[config.mk]
export PLATFORM = sky130hd
export DESIGN_NAME = dmem_arbiter_flat
export DESIGN_NICKNAME = d
export VERILOG_FILES = /design/src/rtl/dmem_arbiter_pkg.sv /design/src/rtl/dmem_arbiter_if.sv /design/src/rtl/dmem_rsp_reg.sv /design/src/rtl/dmem_arbiter.sv /design/src/flat_wrapper.sv
export SDC_FILE = /design/constraint.sdc
export NUM_CORES = 1
export LEC_CHECK = 0
export BUFFER_PORTS_ARGS = -buffer_cell sky130_fd_sc_hd__buf_2
export CAP_MARGIN = 30
export CORE_AREA = 5 5 120 122
export DETAILED_ROUTE_END_ITERATION = 6
export DIE_AREA = 0 0 125 127
export GPL_TIMING_DRIVEN = 1
export PLACE_DENSITY_LB_ADDON = 0.15
export SETUP_SLACK_MARGIN = 0.02
export SYNTH_ARGS = -nofsm -noshare
export SYNTH_HDL_FRONTEND = slang
export SYNTH_SLANG_ARGS = --single-unit
export TNS_END_PERCENT = 30
[constraint.sdc]
create_clock -name clk -period 4.8 [get_ports clk]
set_input_delay 0.72 -clock clk [delete_from_list [all_inputs] [get_ports clk]]
set_output_delay 0.72 -clock clk [all_outputs]
set_load 0.01 [all_outputs]
[src/rtl/dmem_arbiter_pkg.sv]
// dmem_arbiter shared types: widths, access-size codes, arbiter states.
// Imported by the arbiter, its port interface and the bench.
package dmem_arbiter_pkg;

   localparam int DMEM_XLEN = 32;
   localparam int ADDR_SIZE = 32;

   localparam logic [1:0] SZ_ILL = 2'b00;
   localparam logic [1:0] SZ_B   = 2'b01;
   localparam logic [1:0] SZ_H   = 2'b10;
   localparam logic [1:0] SZ_W   = 2'b11;

   typedef enum logic [1:0] {
      ARB_IDLE = 2'd0,
      ARB_OWN0 = 2'd1,
      ARB_OWN1 = 2'd2
   } arb_state_t;

   function automatic logic sz_ill(input logic [1:0] s);
      return s == SZ_ILL;
   endfunction

endpackage

[src/rtl/dmem_arbiter_if.sv]
// Requester-side port of the data-memory arbiter.
// master = requester (core LSU / aux master), slave = arbiter.
interface dmem_arbiter_if
   import dmem_arbiter_pkg::*;
   #(parameter int XLEN = DMEM_XLEN) ();

   logic            req;
   logic            we;
   logic [XLEN-1:0] addr;
   logic [XLEN-1:0] wdata;
   logic [1:0]      size;
   logic            lu;
   logic            lock;
   logic            gnt;
   logic            rvalid;
   logic [XLEN-1:0] rdata;
   logic            err;

   modport master (
      output req, we, addr, wdata,
      output size, lu, lock,
      input  gnt, rvalid, rdata, err
   );

   modport slave (
      input  req, we, addr, wdata,
      input  size, lu, lock,
      output gnt, rvalid, rdata, err
   );

endinterface

[src/rtl/dmem_rsp_reg.sv]
// Per-port response register: rvalid/err pulses and held load data.
// Illegal-size loads return zero instead of the memory word.
module dmem_rsp_reg #(
   parameter int XLEN = 32
) (
   input  logic            clk,
   input  logic            reset,
   input  logic            take,
   input  logic            load,
   input  logic            ill,
   input  logic [XLEN-1:0] rd,
   output logic            rvalid,
   output logic            err,
   output logic [XLEN-1:0] rdata
);

   always_ff @(posedge clk) begin
      if (reset) begin
         rvalid <= 1'b0;
         err    <= 1'b0;
         rdata  <= '0;
      end else begin
         rvalid <= take && load;
         err    <= take && ill;
         if (take && load)
            rdata <= ill ? '0 : rd;
      end
   end

endmodule

[src/rtl/dmem_arbiter.sv]
// Two-port dmem arbiter: port 0 priority, port-1 aging, lockable ownership.
// Grants are combinational; load data comes back one cycle later.
module dmem_arbiter
   import dmem_arbiter_pkg::*;
#(
   parameter int XLEN         = DMEM_XLEN,
   parameter int STARVE_LIMIT = 8
) (
   input  logic              clk,
   input  logic              reset,
   dmem_arbiter_if.slave     p0,
   dmem_arbiter_if.slave     p1,
   output logic              mem_we,
   output logic [XLEN-1:0]   mem_a,
   output logic [XLEN-1:0]   mem_wd,
   output logic [1:0]        mem_lwhb,
   output logic [1:0]        mem_swhb,
   output logic              mem_lu,
   input  logic [XLEN-1:0]   mem_rd
);

   localparam logic [7:0] LIM = 8'(STARVE_LIMIT);

   arb_state_t state;
   logic [7:0] age;
   logic       g0;
   logic       g1;
   logic       starve;

   assign starve = p1.req && (age == LIM);

   always_comb begin
      g0 = 1'b0;
      g1 = 1'b0;
      unique case (state)
         ARB_IDLE: begin
            g1 = starve || (!p0.req && p1.req);
            g0 = p0.req && !starve;
         end
         ARB_OWN0: g0 = p0.req;
         ARB_OWN1: g1 = p1.req;
         default: ;
      endcase
      // no access may reach dmem while reset is asserted
      if (reset) begin
         g0 = 1'b0;
         g1 = 1'b0;
      end
   end

   assign p0.gnt = g0;
   assign p1.gnt = g1;

   always_ff @(posedge clk) begin
      if (reset) begin
         state <= ARB_IDLE;
         age   <= '0;
      end else begin
         unique case (state)
            ARB_IDLE: begin
               if (g0 && p0.lock)
                  state <= ARB_OWN0;
               else if (g1 && p1.lock)
                  state <= ARB_OWN1;
            end
            ARB_OWN0: if (!p0.lock) state <= ARB_IDLE;
            ARB_OWN1: if (!p1.lock) state <= ARB_IDLE;
            default:  state <= ARB_IDLE;
         endcase
         if (!p1.req || g1)
            age <= '0;
         else if (age < LIM)
            age <= age + 8'd1;
      end
   end

   assign mem_a    = g1 ? p1.addr  : p0.addr;
   assign mem_wd   = g1 ? p1.wdata : p0.wdata;
   assign mem_lwhb = g1 ? p1.size  : p0.size;
   assign mem_swhb = mem_lwhb;
   assign mem_lu   = g1 ? p1.lu    : p0.lu;

   always_comb begin
      mem_we = 1'b0;
      if (g0)
         mem_we = p0.we && !sz_ill(p0.size);
      else if (g1)
         mem_we = p1.we && !sz_ill(p1.size);
   end

   logic ld0, ld1, ill0, ill1;
   assign ld0  = !p0.we;
   assign ld1  = !p1.we;
   assign ill0 = sz_ill(p0.size);
   assign ill1 = sz_ill(p1.size);

   dmem_rsp_reg #(.XLEN(XLEN)) u_rsp0 (
      .clk    (clk),
      .reset  (reset),
      .take   (g0),
      .load   (ld0),
      .ill    (ill0),
      .rd     (mem_rd),
      .rvalid (p0.rvalid),
      .err    (p0.err),
      .rdata  (p0.rdata)
   );

   dmem_rsp_reg #(.XLEN(XLEN)) u_rsp1 (
      .clk    (clk),
      .reset  (reset),
      .take   (g1),
      .load   (ld1),
      .ill    (ill1),
      .rd     (mem_rd),
      .rvalid (p1.rvalid),
      .err    (p1.err),
      .rdata  (p1.rdata)
   );

endmodule

[src/flat_wrapper.sv]
// flat-port wrapper written by rule: the top's interface ports become plain ports
module dmem_arbiter_flat import dmem_arbiter_pkg::*;
#(
   parameter int XLEN         = DMEM_XLEN,
   parameter int STARVE_LIMIT = 8
)
  (clk, reset, mem_we, mem_a, mem_wd, mem_lwhb, mem_swhb, mem_lu, mem_rd, p0_req, p0_we, p0_addr, p0_wdata, p0_size, p0_lu, p0_lock, p0_gnt, p0_rvalid, p0_rdata, p0_err, p1_req, p1_we, p1_addr, p1_wdata, p1_size, p1_lu, p1_lock, p1_gnt, p1_rvalid, p1_rdata, p1_err);
  dmem_arbiter_if #(.XLEN(XLEN)) p0_i ();
  dmem_arbiter_if #(.XLEN(XLEN)) p1_i ();
  input  logic clk;
  input  logic reset;
  output logic mem_we;
  output logic [XLEN-1:0] mem_a;
  output logic [XLEN-1:0] mem_wd;
  output logic [1:0] mem_lwhb;
  output logic [1:0] mem_swhb;
  output logic mem_lu;
  input  logic [XLEN-1:0] mem_rd;
  input wire logic [$bits(p0_i.req)-1:0] p0_req;
  input wire logic [$bits(p0_i.we)-1:0] p0_we;
  input wire logic [$bits(p0_i.addr)-1:0] p0_addr;
  input wire logic [$bits(p0_i.wdata)-1:0] p0_wdata;
  input wire logic [$bits(p0_i.size)-1:0] p0_size;
  input wire logic [$bits(p0_i.lu)-1:0] p0_lu;
  input wire logic [$bits(p0_i.lock)-1:0] p0_lock;
  output wire logic [$bits(p0_i.gnt)-1:0] p0_gnt;
  output wire logic [$bits(p0_i.rvalid)-1:0] p0_rvalid;
  output wire logic [$bits(p0_i.rdata)-1:0] p0_rdata;
  output wire logic [$bits(p0_i.err)-1:0] p0_err;
  input wire logic [$bits(p1_i.req)-1:0] p1_req;
  input wire logic [$bits(p1_i.we)-1:0] p1_we;
  input wire logic [$bits(p1_i.addr)-1:0] p1_addr;
  input wire logic [$bits(p1_i.wdata)-1:0] p1_wdata;
  input wire logic [$bits(p1_i.size)-1:0] p1_size;
  input wire logic [$bits(p1_i.lu)-1:0] p1_lu;
  input wire logic [$bits(p1_i.lock)-1:0] p1_lock;
  output wire logic [$bits(p1_i.gnt)-1:0] p1_gnt;
  output wire logic [$bits(p1_i.rvalid)-1:0] p1_rvalid;
  output wire logic [$bits(p1_i.rdata)-1:0] p1_rdata;
  output wire logic [$bits(p1_i.err)-1:0] p1_err;
  assign p0_i.req = p0_req;
  assign p0_i.we = p0_we;
  assign p0_i.addr = p0_addr;
  assign p0_i.wdata = p0_wdata;
  assign p0_i.size = p0_size;
  assign p0_i.lu = p0_lu;
  assign p0_i.lock = p0_lock;
  assign p0_gnt = p0_i.gnt;
  assign p0_rvalid = p0_i.rvalid;
  assign p0_rdata = p0_i.rdata;
  assign p0_err = p0_i.err;
  assign p1_i.req = p1_req;
  assign p1_i.we = p1_we;
  assign p1_i.addr = p1_addr;
  assign p1_i.wdata = p1_wdata;
  assign p1_i.size = p1_size;
  assign p1_i.lu = p1_lu;
  assign p1_i.lock = p1_lock;
  assign p1_gnt = p1_i.gnt;
  assign p1_rvalid = p1_i.rvalid;
  assign p1_rdata = p1_i.rdata;
  assign p1_err = p1_i.err;
  dmem_arbiter #(.XLEN(XLEN), .STARVE_LIMIT(STARVE_LIMIT)) u_core (.clk(clk), .reset(reset), .p0(p0_i), .p1(p1_i), .mem_we(mem_we), .mem_a(mem_a), .mem_wd(mem_wd), .mem_lwhb(mem_lwhb), .mem_swhb(mem_swhb), .mem_lu(mem_lu), .mem_rd(mem_rd));
endmodule
# Yosys cells after proc, flatten, opt, wreduce, memory -nomap -nowiden
# Index checks and enable logic that the tools add are counted.
# W data, S select, Z words.
[op_classes] addsub=1 magnitude_cmp=1 eq_ne=6 n_mux=17 reduce_logical=25
[ops] cell="$mux W32" count=4
[ops] cell="$logic_and A1 B1 Y1" count=11
[ops] cell="$mux W2" count=5
[ops] cell="$add A8 B1 Y8 const B" count=1
[ops] cell="$eq A8 B4 Y1 const B" count=1
[ops] cell="$lt A8 B4 Y1 const B" count=1
[ops] cell="$logic_not A1 Y1" count=7
[ops] cell="$logic_not A2 Y1" count=3
[ops] cell="$pmux W2 S3" count=1
[ops] cell="$mux W1" count=5
[ops] cell="$ne A2 B2 Y1 const B" count=2
[ops] cell="$pmux W1 S2" count=2
[ops] cell="$ne A3 B1 Y1 const B" count=1
[ops] cell="$reduce_and A3 Y1" count=1
[ops] cell="$eq A2 B1 Y1 const B" count=1
[ops] cell="$eq A2 B2 Y1 const B" count=1
[ops] cell="$logic_or A1 B1 Y1" count=2
[ops] cell="$reduce_or A2 Y1" count=1
[totals] ff_bits=78 input_bits=174 out_inout_bits=140 elab_cells=58

# Longest topological paths before layout
# Gate-level depths: netlist (run 1).
[logic_depth] word_depth=9 ltp_mapped=9 mapped_depth_nobuf=7

# Cells and area by module
# Synthesis (run 1) repeated with hierarchy kept, for this count alone.
[unflattened] hier_cells=449 area_unflattened_um2=4713.3
[by_module_without_submodules] mod="dmem_rsp_reg" instances=2 cells_per_inst=155 area_per_inst_um2=1627.8 seq_area_each_um2=680.7
[by_module_without_submodules] mod="dmem_arbiter" instances=1 cells_per_inst=139 area_per_inst_um2=1457.6 seq_area_each_um2=200.2

# Worst setup path after synthesis (run 1)
# OpenSTA, ideal clock, no wires.
[synth_timing] path_kind="input-to-output" startpoint="input reset" endpoint="output mem_swhb[1]" arrival_time_ns=2.164 t_required_ns=4.080 slack_ns=1.916 stages=7 n_path_buf=2 cell_sequence="or2_2 -> nor4_4 -> nor2_2 -> buf_6 -> inv_1 -> mux2_2 -> buf_4"
[synth_via] elab_chain_cells=2
[synth_rtl] item="from (decl)" line="flat_wrapper.sv:11" rtl="input logic reset;"
[synth_rtl] item="$mux W1" line="dmem_arbiter.sv:45" rtl="if (reset) begin"
[synth_rtl] item="via p1_gnt" line="flat_wrapper.sv:37" rtl="output wire logic [$bits(p1_i.gnt)-1:0] p1_gnt;"
[synth_rtl] item="$mux W2" line="dmem_arbiter.sv:79" rtl="assign mem_lwhb = g1 ? p1.size : p0.size;"
[synth_rtl] item="to (decl)" line="flat_wrapper.sv:16" rtl="output logic [1:0] mem_swhb;"
# The timed path passes the listed nets, and every way through them passes these cells.

# Worst setup path after layout (run 1)
[layout_timing] startpoint="register u_core.age[4]" endpoint="output mem_a[24]"
[layout_via] elab_chain_cells=6
[layout_rtl] item="from (decl)" line="dmem_arbiter.sv:25" rtl="logic [7:0] age;"
[layout_rtl] item="from (signal assigned)" line="dmem_arbiter.sv:73" rtl="age <= age + 8'd1;"
[layout_rtl] item="$eq A8 B4 Y1" line="dmem_arbiter.sv:30" rtl="assign starve = p1.req && (age == LIM);"
[layout_rtl] item="$logic_and A1 B1 Y1" line="dmem_arbiter.sv:30"
[layout_rtl] item="$logic_or A1 B1 Y1" line="dmem_arbiter.sv:37" rtl="g1 = starve || (!p0.req && p1.req);"
[layout_rtl] item="$pmux W1 S2" line="dmem_arbiter.sv:35" rtl="unique case (state)"
[layout_rtl] item="$mux W1" line="dmem_arbiter.sv:45"
[layout_rtl] item="$mux W32" line="dmem_arbiter.sv:77" rtl="assign mem_a = g1 ? p1.addr : p0.addr;"
[layout_rtl] item="to (decl)" line="flat_wrapper.sv:13" rtl="output logic [XLEN-1:0] mem_a;"
# No other way between the ends.

==> summary.txt, run 1 <==
Worst EP arrival -> 2.76 ns
Pwr Density -> 283.9 mW/mm^2
Critical path buffer and inverter count -> 2
H-tree Lvls -> 3
# fillers -> 1,303
CP max stage delay -> 0.70 ns
Worst path slowest cell -> or4_1
Die Ht -> 127 um
Postcts setup bufs -> 0
Placed cells -> 882
Setup TNS -> 0 ns
LEAKAGE -> 0.003586 uW
Yosys warns -> 0
CORE AREA -> 0.01309 mm^2
Syn Inst Count -> 422
Final-report hold violation count -> 0
CTS max path bufs -> 2
Worst Path Max Fanout -> 61
Synthesized Nets -> 598
Syn Std Cell Area -> 0.004187 mm^2
Top Family by Delay on Critical Path -> simple AND/OR/NAND/NOR gates
Sequential area share after synthesis -> 37.30%
Worst Hold Class -> reg -> reg
Fmax -> 287.4 MHz
CTS Buf Count -> 9
Slew Viols, Final -> 0
Clock net sink count -> 78
Vias in the first global route -> 4,327
Congestion Overflow GR -> 0
CTS tree -> built
Outcome -> completed
Setup ws final -> 1.321 ns
Post-CTS Hold Buffers -> 0
HPWL after detailed placement -> 12.56 mm
CP Cell Sequence -> or4_1 -> nor4_4 -> nor2_4 -> buf_12 -> mux2_4 -> buf_2
Unique cell type count in the Yosys netlist -> 33
RD Place Congestion -> 0.9667
Wire length on met1 -> 7.064 mm
Final Skew -> 0.007000 ns
Final period util -> 72.48%
IO Count -> 314
First-pass GRT wire length -> 24.12 mm
Max VDD drop -> 0.1563 mV
Global Route Usage Sum -> 19.01%
Post-CTS sizing -> 0
Max-Cap Viols -> 0
DIE WIDTH -> 125 um
Avg Cell Area, Syn -> 9.921 um^2
Critical Path RT -> 4.08 ns
Total Wirelength -> 15.92 mm
Drt drc -> 0
Max-slew headroom -> 49.23%
Fin nets -> 893
Post-synth ARST share -> 0%
First drt pass iteration count -> 4
Final non-filler cell total -> 902
Initial DRC count -> 207
WL met3 -> 1.056 mm
Flops & latches, synth -> 78
Fin crit period -> 3.479 ns
Clock-pin slew on the worst setup and hold paths -> 0.06 ns
Area Growth Syn to Fin -> 47.70%
Initial Util -> 31.99%
Overall power -> 1755 uW
DR top layer -> met5
Worst skew pair latency -> 0.33 ns
Finish-stage setup viols -> 0
Fraction of layout cells with a size suffix above 1 -> 56.37%
Worst slack, placed -> 1.643 ns
DR vias/cell -> 4.553
Die area -> 0.01588 mm^2
WL/cell -> 17.65 um
PortBufs -> 313
Met2 wire length -> 7.542 mm
Pin count of the biggest net entering global routing -> 65
Worst slew pin tran -> 0.7615 ns
Unrepaired setup endpoints after global routing -> no
Root buf cell -> clkbuf_16
Total number of vias -> 4,107
Synth Flop Type -> dfxtp_1
Antenna violations before repair -> 4
Setup CP Type -> reg -> out
Worst Setup End Kind -> output port
Cell row count -> 42
Number of enable flip-flop cells after synthesis -> 0
Worst Setup Start Kind -> register
Routed Antenna Nets -> 0
-- routing by layer --
| layer | up-vias | track usage, % |
|---|---|---|
| met1 | 1914 | 24.31 |
| met5 | - | 0 |
| met3 | 20 | 6.052 |
| met2 | 167 | 31.48 |
| met4 | 4 | 4.464 |
| li1 | 2002 | - |
-- worst register-to-register path: stages, from the launching register on --
cell	delay (ns)
dfxtp_1	0.30
or4_1	0.70
o31ai_1	0.48
or2_2	0.20
buf_4	0.48
mux2i_1	0.31
-- cell usage after synthesis (2+ instances only) --
cell type / count / area (um^2)
or2_2: 4 / 25.02
buf_6: 4 / 45.04
nor2_1: 8 / 30.03
dfxtp_1: 78 / 1562
ha_1: 2 / 25.02
buf_4: 5 / 37.54
nand3_1: 3 / 15.01
xnor2_1: 2 / 17.52
a21oi_1: 2 / 10.01
mux2_2: 48 / 540.5
clkbuf_1: 15 / 56.30
o211ai_1: 2 / 15.01
inv_1: 6 / 22.52
nand2_1: 66 / 247.7
mux2_4: 19 / 285.3
mux2i_1: 64 / 640.6
nor3b_1: 2 / 15.01
and2_1: 4 / 25.02
o211a_1: 2 / 20.02
buf_2: 9 / 45.04
nand2b_1: 65 / 406.6
-- state kept, by name (all words and copies together) (netlist names) --
name,count
u_core.u_rsp0.rdata,32
u_core.u_rsp0.err,1
u_core.state,2
u_core.u_rsp0.rvalid,1
u_core.u_rsp1.rdata,32
u_core.u_rsp1.err,1
u_core.age,8
u_core.u_rsp1.rvalid,1
-- final timing paths --
kind                       from                       to  slack, ns  cells after the start
hold / removal    u_core.age[5]            u_core.age[5]       0.46                      1
hold reg to reg   u_core.age[5]            u_core.age[5]       0.46                      1
setup reg to reg  u_core.age[4]  u_core.u_rsp0.rdata[16]       2.26                      5
setup / recovery  u_core.age[4]                mem_a[24]       1.32                      6
-- logic make-up after synthesis --
group / after synthesis / share of synthesized area (%)
and+or+nand+nor: 159 / 19.76
muxes: 131 / 35.03
DFF: 78 / 37.30
buffers and inverters: 39 / 4.931
AOI/OAI and AO/OA: 11 / 1.973
xor gates and xnor gates: 2 / 0.4185
adders and majority gates: 2 / 0.5976
-- layout make-up --
| cell class | instances | area [um^2] | share of cell area (%) |
|---|---|---|---|
| Antenna cell | 4 | 10.01 | 0.1619 |
| Clock buffer | 11 | 242.7 | 3.926 |
| Clock inverter | 5 | 82.58 | 1.335 |
| Inverter | 6 | 22.52 | 0.3642 |
| Multi-Input combinational cell | 305 | 2435 | 39.38 |
| Sequential cell | 78 | 1562 | 25.25 |
| Tap cell | 176 | 220.2 | 3.561 |
| Timing Repair Buffer | 317 | 1609 | 26.02 |
-- power breakdown --
part           leakage [uW]  internal, uW  switching, uW  total, uW
combinational       0.00280           178            163        341
sequential         0.000634           672           13.2        685
clock              0.000148           469            260        729
-- stage by stage --
step,cell area [um^2],hold slack (ns),utilization [%]
5_1_grt,6178,0.4897,47.22
4_1_cts,6173,0.4598,47.18
3_3_place_gp,5848,0.4346,44.69
3_5_place_dp,5848,0.4419,44.69
6_report,6183,0.4561,47.26
2_1_floorplan,4187,0.4205,-
-- layout by cell type, fill, tap and decap left out, types with 3 or more instances in the layout --
cell type / netlist / final
clkbuf_16: 0 / 9
mux2i_1: 64 / 64
mux2_2: 48 / 48
inv_1: 6 / 6
nand3_1: 3 / 3
and2_1: 4 / 4
diode_2: 0 / 4
or2_2: 4 / 4
nand2b_1: 65 / 65
clkinvlp_4: 0 / 3
mux2_4: 19 / 19
buf_4: 5 / 3
nand2_1: 66 / 66
buf_2: 9 / 313
dfxtp_1: 78 / 78
nor2_1: 8 / 8
Power figures use the tool's default switching activity.
==> run 2, diff against run 1 <==
==> constraint.sdc (replaced) <==
create_clock -name clk -period 3.3 [get_ports clk]
set_input_delay 0.495 -clock clk [delete_from_list [all_inputs] [get_ports clk]]
set_output_delay 0.495 -clock clk [all_outputs]
set_load 0.01 [all_outputs]
==> run 2 against run 1 <==
- critical path depth unchanged
- total power rose by 41%
- worst hold slack worse by 0.068 ns
- critical endpoint is now mem_a[14]
- largest power group is now sequential cells
==> summary.txt, run 2 (same netlist as run 1, synthesis figures left out) <==
Setup TNS -> 0 ns (unchanged)
Critical R2R Capture -> u_core.u_rsp0.rdata[27]
Finished Cell Area -> 0.006202 mm^2 (+0.30%)
CTS tree -> built
Worst Path Max Fanout -> 19 (-69%)
Routed Antenna Nets -> 0 (unchanged)
Total Wirelength -> 16.00 mm (+0.52%)
Die Ht -> 127 um (unchanged)
RD Place Congestion -> 0.9266 (-4.1%)
Drt drc -> 0 (unchanged)
Outcome -> completed
Clock-pin slew on the worst setup and hold paths -> 0.06 ns (about the same)
Finish-stage setup viols -> 0 (unchanged)
R2R depth -> 5 (unchanged)
Fraction of layout cells with a size suffix above 1 -> 56.85% (+0.48 points)
Overall power -> 2472 uW (+41%)
Crit path from -> u_core.age[4]
Hold_sp -> p0_lock
CTS max path bufs -> 2 (unchanged)
CORE AREA -> 0.01309 mm^2 (unchanged)
First-pass GRT wire length -> 23.86 mm (-1.1%)
H-tree Lvls -> 3 (unchanged)
IO Count -> 314 (unchanged)
Fmax -> 318.5 MHz
Max-Cap Viols -> 0 (unchanged)
Worst skew pair latency -> 0.33 ns (about the same)
Worst Setup Start Kind -> register
Max-slew headroom -> 48.80% (-0.43 points)
Critical path buffer and inverter count -> 2 (unchanged)
Final non-filler cell total -> 907 (+0.55%)
Unrepaired setup endpoints after global routing -> no
HPWL after detailed placement -> 12.95 mm (+3.1%)
Die area -> 0.01588 mm^2 (unchanged)
Worst slew pin tran -> 0.7680 ns (+0.006515 ns)
Initial DRC count -> 125 (-40%)
Root buf cell -> clkbuf_16
Initial Util -> 31.99% (unchanged)
Max VDD drop -> 0.2443 mV (+56%)
Placed cells -> 890 (+0.91%)
Critical Path RT -> 2.80 ns (-1.28 ns)
Final-report hold violation count -> 0 (unchanged)
Worst Setup End Kind -> output port
Commonest non-fill, non-tap cell in the layout -> buf_2
Fin crit period -> 3.140 ns
Slew Viols, Final -> 0 (unchanged)
Postcts setup bufs -> 0 (unchanged)
Cell row count -> 42 (unchanged)
WL/cell -> 17.64 um (about the same)
Vias in the first global route -> 4,145 (-4.2%)
Pin count of the biggest net entering global routing -> 50 (-23%)
Total number of vias -> 4,051 (-1.4%)
Area Growth Syn to Fin -> 48.15%
Hold Crit Depth -> 2 (+1)
LEAKAGE -> 0.003607 uW (+0.58%)
Antenna violations before repair -> 3 (-1)
Worst EP arrival -> 2.64 ns (-0.12 ns)
R2R Setup Slk -> 0.89 ns (-1.37 ns)
First drt pass iteration count -> 4 (unchanged)
Pwr Density -> 398.5 mW/mm^2 (+40%)
Fin nets -> 901 (+0.90%)
CP max stage delay -> 0.67 ns (-0.03 ns)
CTS Buf Count -> 9 (unchanged)
Global Route Usage Sum -> 19.07% (+0.059 points)
Commonest non-fill, non-tap cells in the layout -> 313 x buf_2, 78 x dfxtp_1, 66 x nand2_1
Post-CTS Hold Buffers -> 0 (unchanged)
PortBufs -> 313 (unchanged)
Setup CP Type -> reg -> out
Hold Path End -> u_core.state[0]
DR vias/cell -> 4.466 (-1.9%)
Clock net sink count -> 78 (unchanged)
Worst Hold Class -> in -> reg
DIE WIDTH -> 125 um (unchanged)
Final period util -> 95.15%
CP Cell Sequence -> or4_1 -> nor4_4 -> nor2_4 -> buf_12 -> mux2_4 -> buf_2
DP Area -> 0.005908 mm^2 (+1.0%)
Largest regs -> u_core.u_rsp0.rdata: 32 flops, u_core.u_rsp1.rdata: 32 flops, u_core.age: 8 flops
Congestion Overflow GR -> 0 (unchanged)
Post-CTS sizing -> 0 (unchanged)
Worst path slowest cell -> or4_1
Final Skew -> 0.008011 ns (+0.001011 ns)
Worst r2r src -> u_core.age[4]
Top Family by Delay on Critical Path -> simple AND/OR/NAND/NOR gates
## run 2: worst max path at each step
stage | to | depth (start not counted)
after floorplan | mem_swhb[1] | 8
after global placement | mem_a[14] | 6
after detailed placement | mem_lu | 7
after CTS | mem_a[14] | 6
after global routing | mem_a[14] | 6
final | mem_a[14] | 6
## run 2: per-layer routing
metal	vias up	global-route usage, %	wire length (um)
met5	-	0	33
met1	1857	24.32	7046
li1	2014	-	-
met3	15	6.302	1143
met2	159	32.08	7644
met4	6	3.316	131
## run 2: report_power, final
group	internal (uW)	leakage [uW]	switching, uW
combinational	263	0.00284	238
clock	583	0.000134	392
sequential	977	0.000634	18.8
total	1820	0.00361	648
## run 2: cell type report
cell class | instances | area (um^2)
Sequential cell | 78 | 1562
Fill cell | 1290 | 6883
Inverter | 6 | 22.52
Antenna cell | 1 | 2.502
Multi-Input combinational cell | 305 | 2435
Timing Repair Buffer | 325 | 1669
Clock inverter | 6 | 62.56
Clock buffer | 10 | 229.0
Tap cell | 176 | 220.2
## run 2: per-stage QoR
stage	worst slack [ns]	hold slack (ns)	util [%]
after CTS	0.06204	0.3745	47.38
after floorplan	0.6493	0.4205	-
after global placement	0.4566	0.4354	45.15
final	0.1601	0.3882	47.40
after detailed placement	0.4167	0.4427	45.15
after global routing	0.04214	0.3740	47.38
==> run 3, diff against run 2 <==
--- a/config.mk
+++ b/config.mk
@@ -7,11 +7,13 @@
 export LEC_CHECK = 0
 export BUFFER_PORTS_ARGS = -buffer_cell sky130_fd_sc_hd__buf_2
 export CAP_MARGIN = 30
-export CORE_AREA = 5 5 120 122
+export CORE_ASPECT_RATIO = 1.75
+export CORE_MARGIN = 5
+export CORE_UTILIZATION = 30
+export CTS_BUF_LIST = sky130_fd_sc_hd__clkbuf_4
 export DETAILED_ROUTE_END_ITERATION = 6
-export DIE_AREA = 0 0 125 127
 export GPL_TIMING_DRIVEN = 1
-export PLACE_DENSITY_LB_ADDON = 0.15
+export PLACE_DENSITY_LB_ADDON = 0.25
 export SETUP_SLACK_MARGIN = 0.02
 export SYNTH_ARGS = -nofsm -noshare
 export SYNTH_HDL_FRONTEND = slang
==> run 3 against run 2 <==
- die area increased by 4.0%
- setup slack gained 0.012 ns
- critical path depth is the same
- count of clock-buffer cells in the layout is 1 lower
- largest cell class unchanged
- final area fell by 1.7%
- highest routed layer unchanged
==> summary.txt, run 3 (same netlist as run 1, synthesis figures left out) <==
Outcome -> completed
Critical Path RT -> 2.80 ns (about the same)
R2R depth -> 9 (+4)
IO Count -> 314 (unchanged)
Congestion Overflow GR -> 0 (unchanged)
Worst EP arrival -> 2.63 ns (about the same)
Total Wirelength -> 18.28 mm (+14%)
Die Ht -> 166.3 um (+31%)
Initial DRC count -> 115 (-8.0%)
Top Family by Delay on Critical Path -> simple AND/OR/NAND/NOR gates
Hold Path End -> u_core.state[0]
Cell row count -> 57 (+36%)
Die area -> 0.01651 mm^2 (+4.0%)
Area Growth Syn to Fin -> 45.58%
First-pass GRT wire length -> 26.61 mm (+12%)
Fraction of layout cells with a size suffix above 1 -> 56.89% (about the same)
Max-Cap Viols -> 0 (unchanged)
Fmax -> 319.7 MHz (+0.38%)
Hold_sp -> p0_lock
Final non-filler cell total -> 911 (+0.44%)
Commonest non-fill, non-tap cell in the layout -> buf_2
Clock Power Share -> 33.3% (-6.2 points)
Antenna violations before repair -> 16 (+13)
Hold Crit Depth -> 2 (unchanged)
Worst r2r src -> u_core.age[0]
Pin count of the biggest net entering global routing -> 62 (+24%)
Drt drc -> 0 (unchanged)
Worst Setup End Kind -> output port
Setup ws final -> 0.1721 ns (+0.01198 ns)
CTS Buf Count -> 9 (unchanged)
R2R Setup Slk -> 0.84 ns (-0.05 ns)
DIE WIDTH -> 99.30 um (-21%)
Worst Path Max Fanout -> 36 (+17)
First drt pass iteration count -> 4 (unchanged)
CP max stage delay -> 0.47 ns (-0.20 ns)
Final Util -> 44.05% (-3.3 points)
Fin crit period -> 3.128 ns (-0.01198 ns)
# fillers -> 1,431 (+11%)
WL/cell -> 20.07 um (+14%)
Max-slew headroom -> 46.57% (-2.2 points)
Worst slack, placed -> 0.2694 ns (-0.1473 ns)
Worst skew pair latency -> 0.43 ns (+0.10 ns)
CP Cell Sequence -> nand2b_1 -> and3_1 -> nor2_4 -> buf_12 -> mux2_2 -> buf_2
Vias in the first global route -> 4,493 (+8.4%)
Final-report hold violation count -> 0 (unchanged)
Hold WS -> 0.2890 ns (-0.09918 ns)
Placed cells -> 884 (-0.67%)
Worst Setup Start Kind -> register
Critical path buffer and inverter count -> 2 (unchanged)
Commonest non-fill, non-tap cells in the layout -> 313 x buf_2, 78 x dfxtp_1, 66 x nand2_1
Root buf cell -> clkbuf_4
Global Route Usage Sum -> 21.53% (+2.5 points)
Critical R2R Capture -> u_core.u_rsp1.rdata[26]
Worst Hold Class -> in -> reg
PortBufs -> 313 (unchanged)
Sw frac -> 27.63% (+1.4 points)
Initial Util -> 30.26% (-1.7 points)
Max VDD drop -> 0.1717 mV (-30%)
Setup CP Type -> reg -> out
CTS tree -> built
Finish-stage setup viols -> 0 (unchanged)
LEAKAGE -> 0.003553 uW (-1.5%)
Final Skew -> 0.02056 ns (+0.01255 ns)
Net Switching -> 619.4 uW (-4.4%)
CTS max path bufs -> 2 (unchanged)
Sequential Power Share -> 44.4% (+4.1 points)
Int Pwr -> 1622 uW (-11%)
Clock net sink count -> 78 (unchanged)
Clock-pin slew on the worst setup and hold paths -> 0.14 ns (+0.08 ns)
DR vias/cell -> 4.662 (+4.4%)
Comb pwr share -> 22.3% (+2.0 points)
H-tree Lvls -> 3 (unchanged)
Total number of vias -> 4,247 (+4.8%)
Unrepaired setup endpoints after global routing -> yes
CORE AREA -> 0.01384 mm^2 (+5.7%)
HPWL after detailed placement -> 15.22 mm (+18%)
Pwr Density -> 367.8 mW/mm^2 (-7.7%)
Slew Viols, Final -> 0 (unchanged)
Final period util -> 94.79% (-0.36 points)
Fin nets -> 897 (-0.44%)
Worst path slowest cell -> nor2_4
RD Place Congestion -> 0.8625 (-6.9%)
Setup TNS -> 0 ns (unchanged)
Worst slew pin tran -> 0.8014 ns (+0.03340 ns)
Largest regs -> u_core.u_rsp0.rdata: 32 flops, u_core.u_rsp1.rdata: 32 flops, u_core.age: 8 flops
Routed Antenna Nets -> 0 (unchanged)
-- run 3: cell count changes in the layout (fill, tap and decap cells not counted), moves of 2 or more --
cell / change
clkbuf_16: -9
buf_4: -5
clkinvlp_4: -2
clkbuf_4: +9
diode_2: +7
bufinv_16: +2
-- run 3: per-stage QoR --
step	instance area, um^2	power, uW
CTS	6066	2276
global placement	5857	1512
global route	6087	2361
floorplan	4187	1276
finish	6095	2242
detailed placement	5857	1521
-- run 3: power groups by stage --
stage	clock, uW	sequential [uW]	combinational [uW]
detailed placement	0	1020	504
finish	746	996	499
global route	818	1000	542
floorplan	0	1030	245
CTS	773	997	506
global placement	0	1020	495
-- run 3: what timing repair did --
action                                  in CTS  in global routing
gates cloned                                 1                  0
hold buffers                                 0                  0
endpoints found under the setup margin      43                 47
gates resized for setup                      0                  2
pin swaps                                    2                  0
setup buffers                                2                  0
-- run 3: routing by layer --
layer,track usage [%],share of wire (%),vias up
met4,10.58,3.3,16
met5,0,0.53,-
met1,24.83,38,1913
met3,10.55,12,49
li1,-,-,2014
met2,32.90,46,255
-- run 3: how the worst max path moves through the flow --
| stage | start | endpoint | slack [ns] | cells past startpoint |
|---|---|---|---|---|
| after global routing | u_core.state[1] | mem_wd[2] | 0.01 | 6 |
| after floorplan | u_core.age[4] | mem_swhb[1] | 0.65 | 8 |
| after detailed placement | reset | mem_wd[2] | 0.27 | 7 |
| after global placement | u_core.age[4] | mem_a[12] | 0.34 | 6 |
| after CTS | u_core.age[4] | mem_a[12] | 0.06 | 6 |
| final | u_core.state[1] | mem_wd[2] | 0.17 | 6 |
-- run 3: area by class of cell --
cell class / instances / area (um^2) / area share (%)
repair buffers: 320 / 1632 / 26.77
multi-input cells: 306 / 2450 / 40.20
clock inverters: 7 / 120.1 / 1.971
inverters: 6 / 22.52 / 0.3695
well taps: 177 / 221.5 / 3.634
diodes: 8 / 20.02 / 0.3285
clock buffers: 9 / 67.56 / 1.109
flip-flops and latches: 78 / 1562 / 25.62
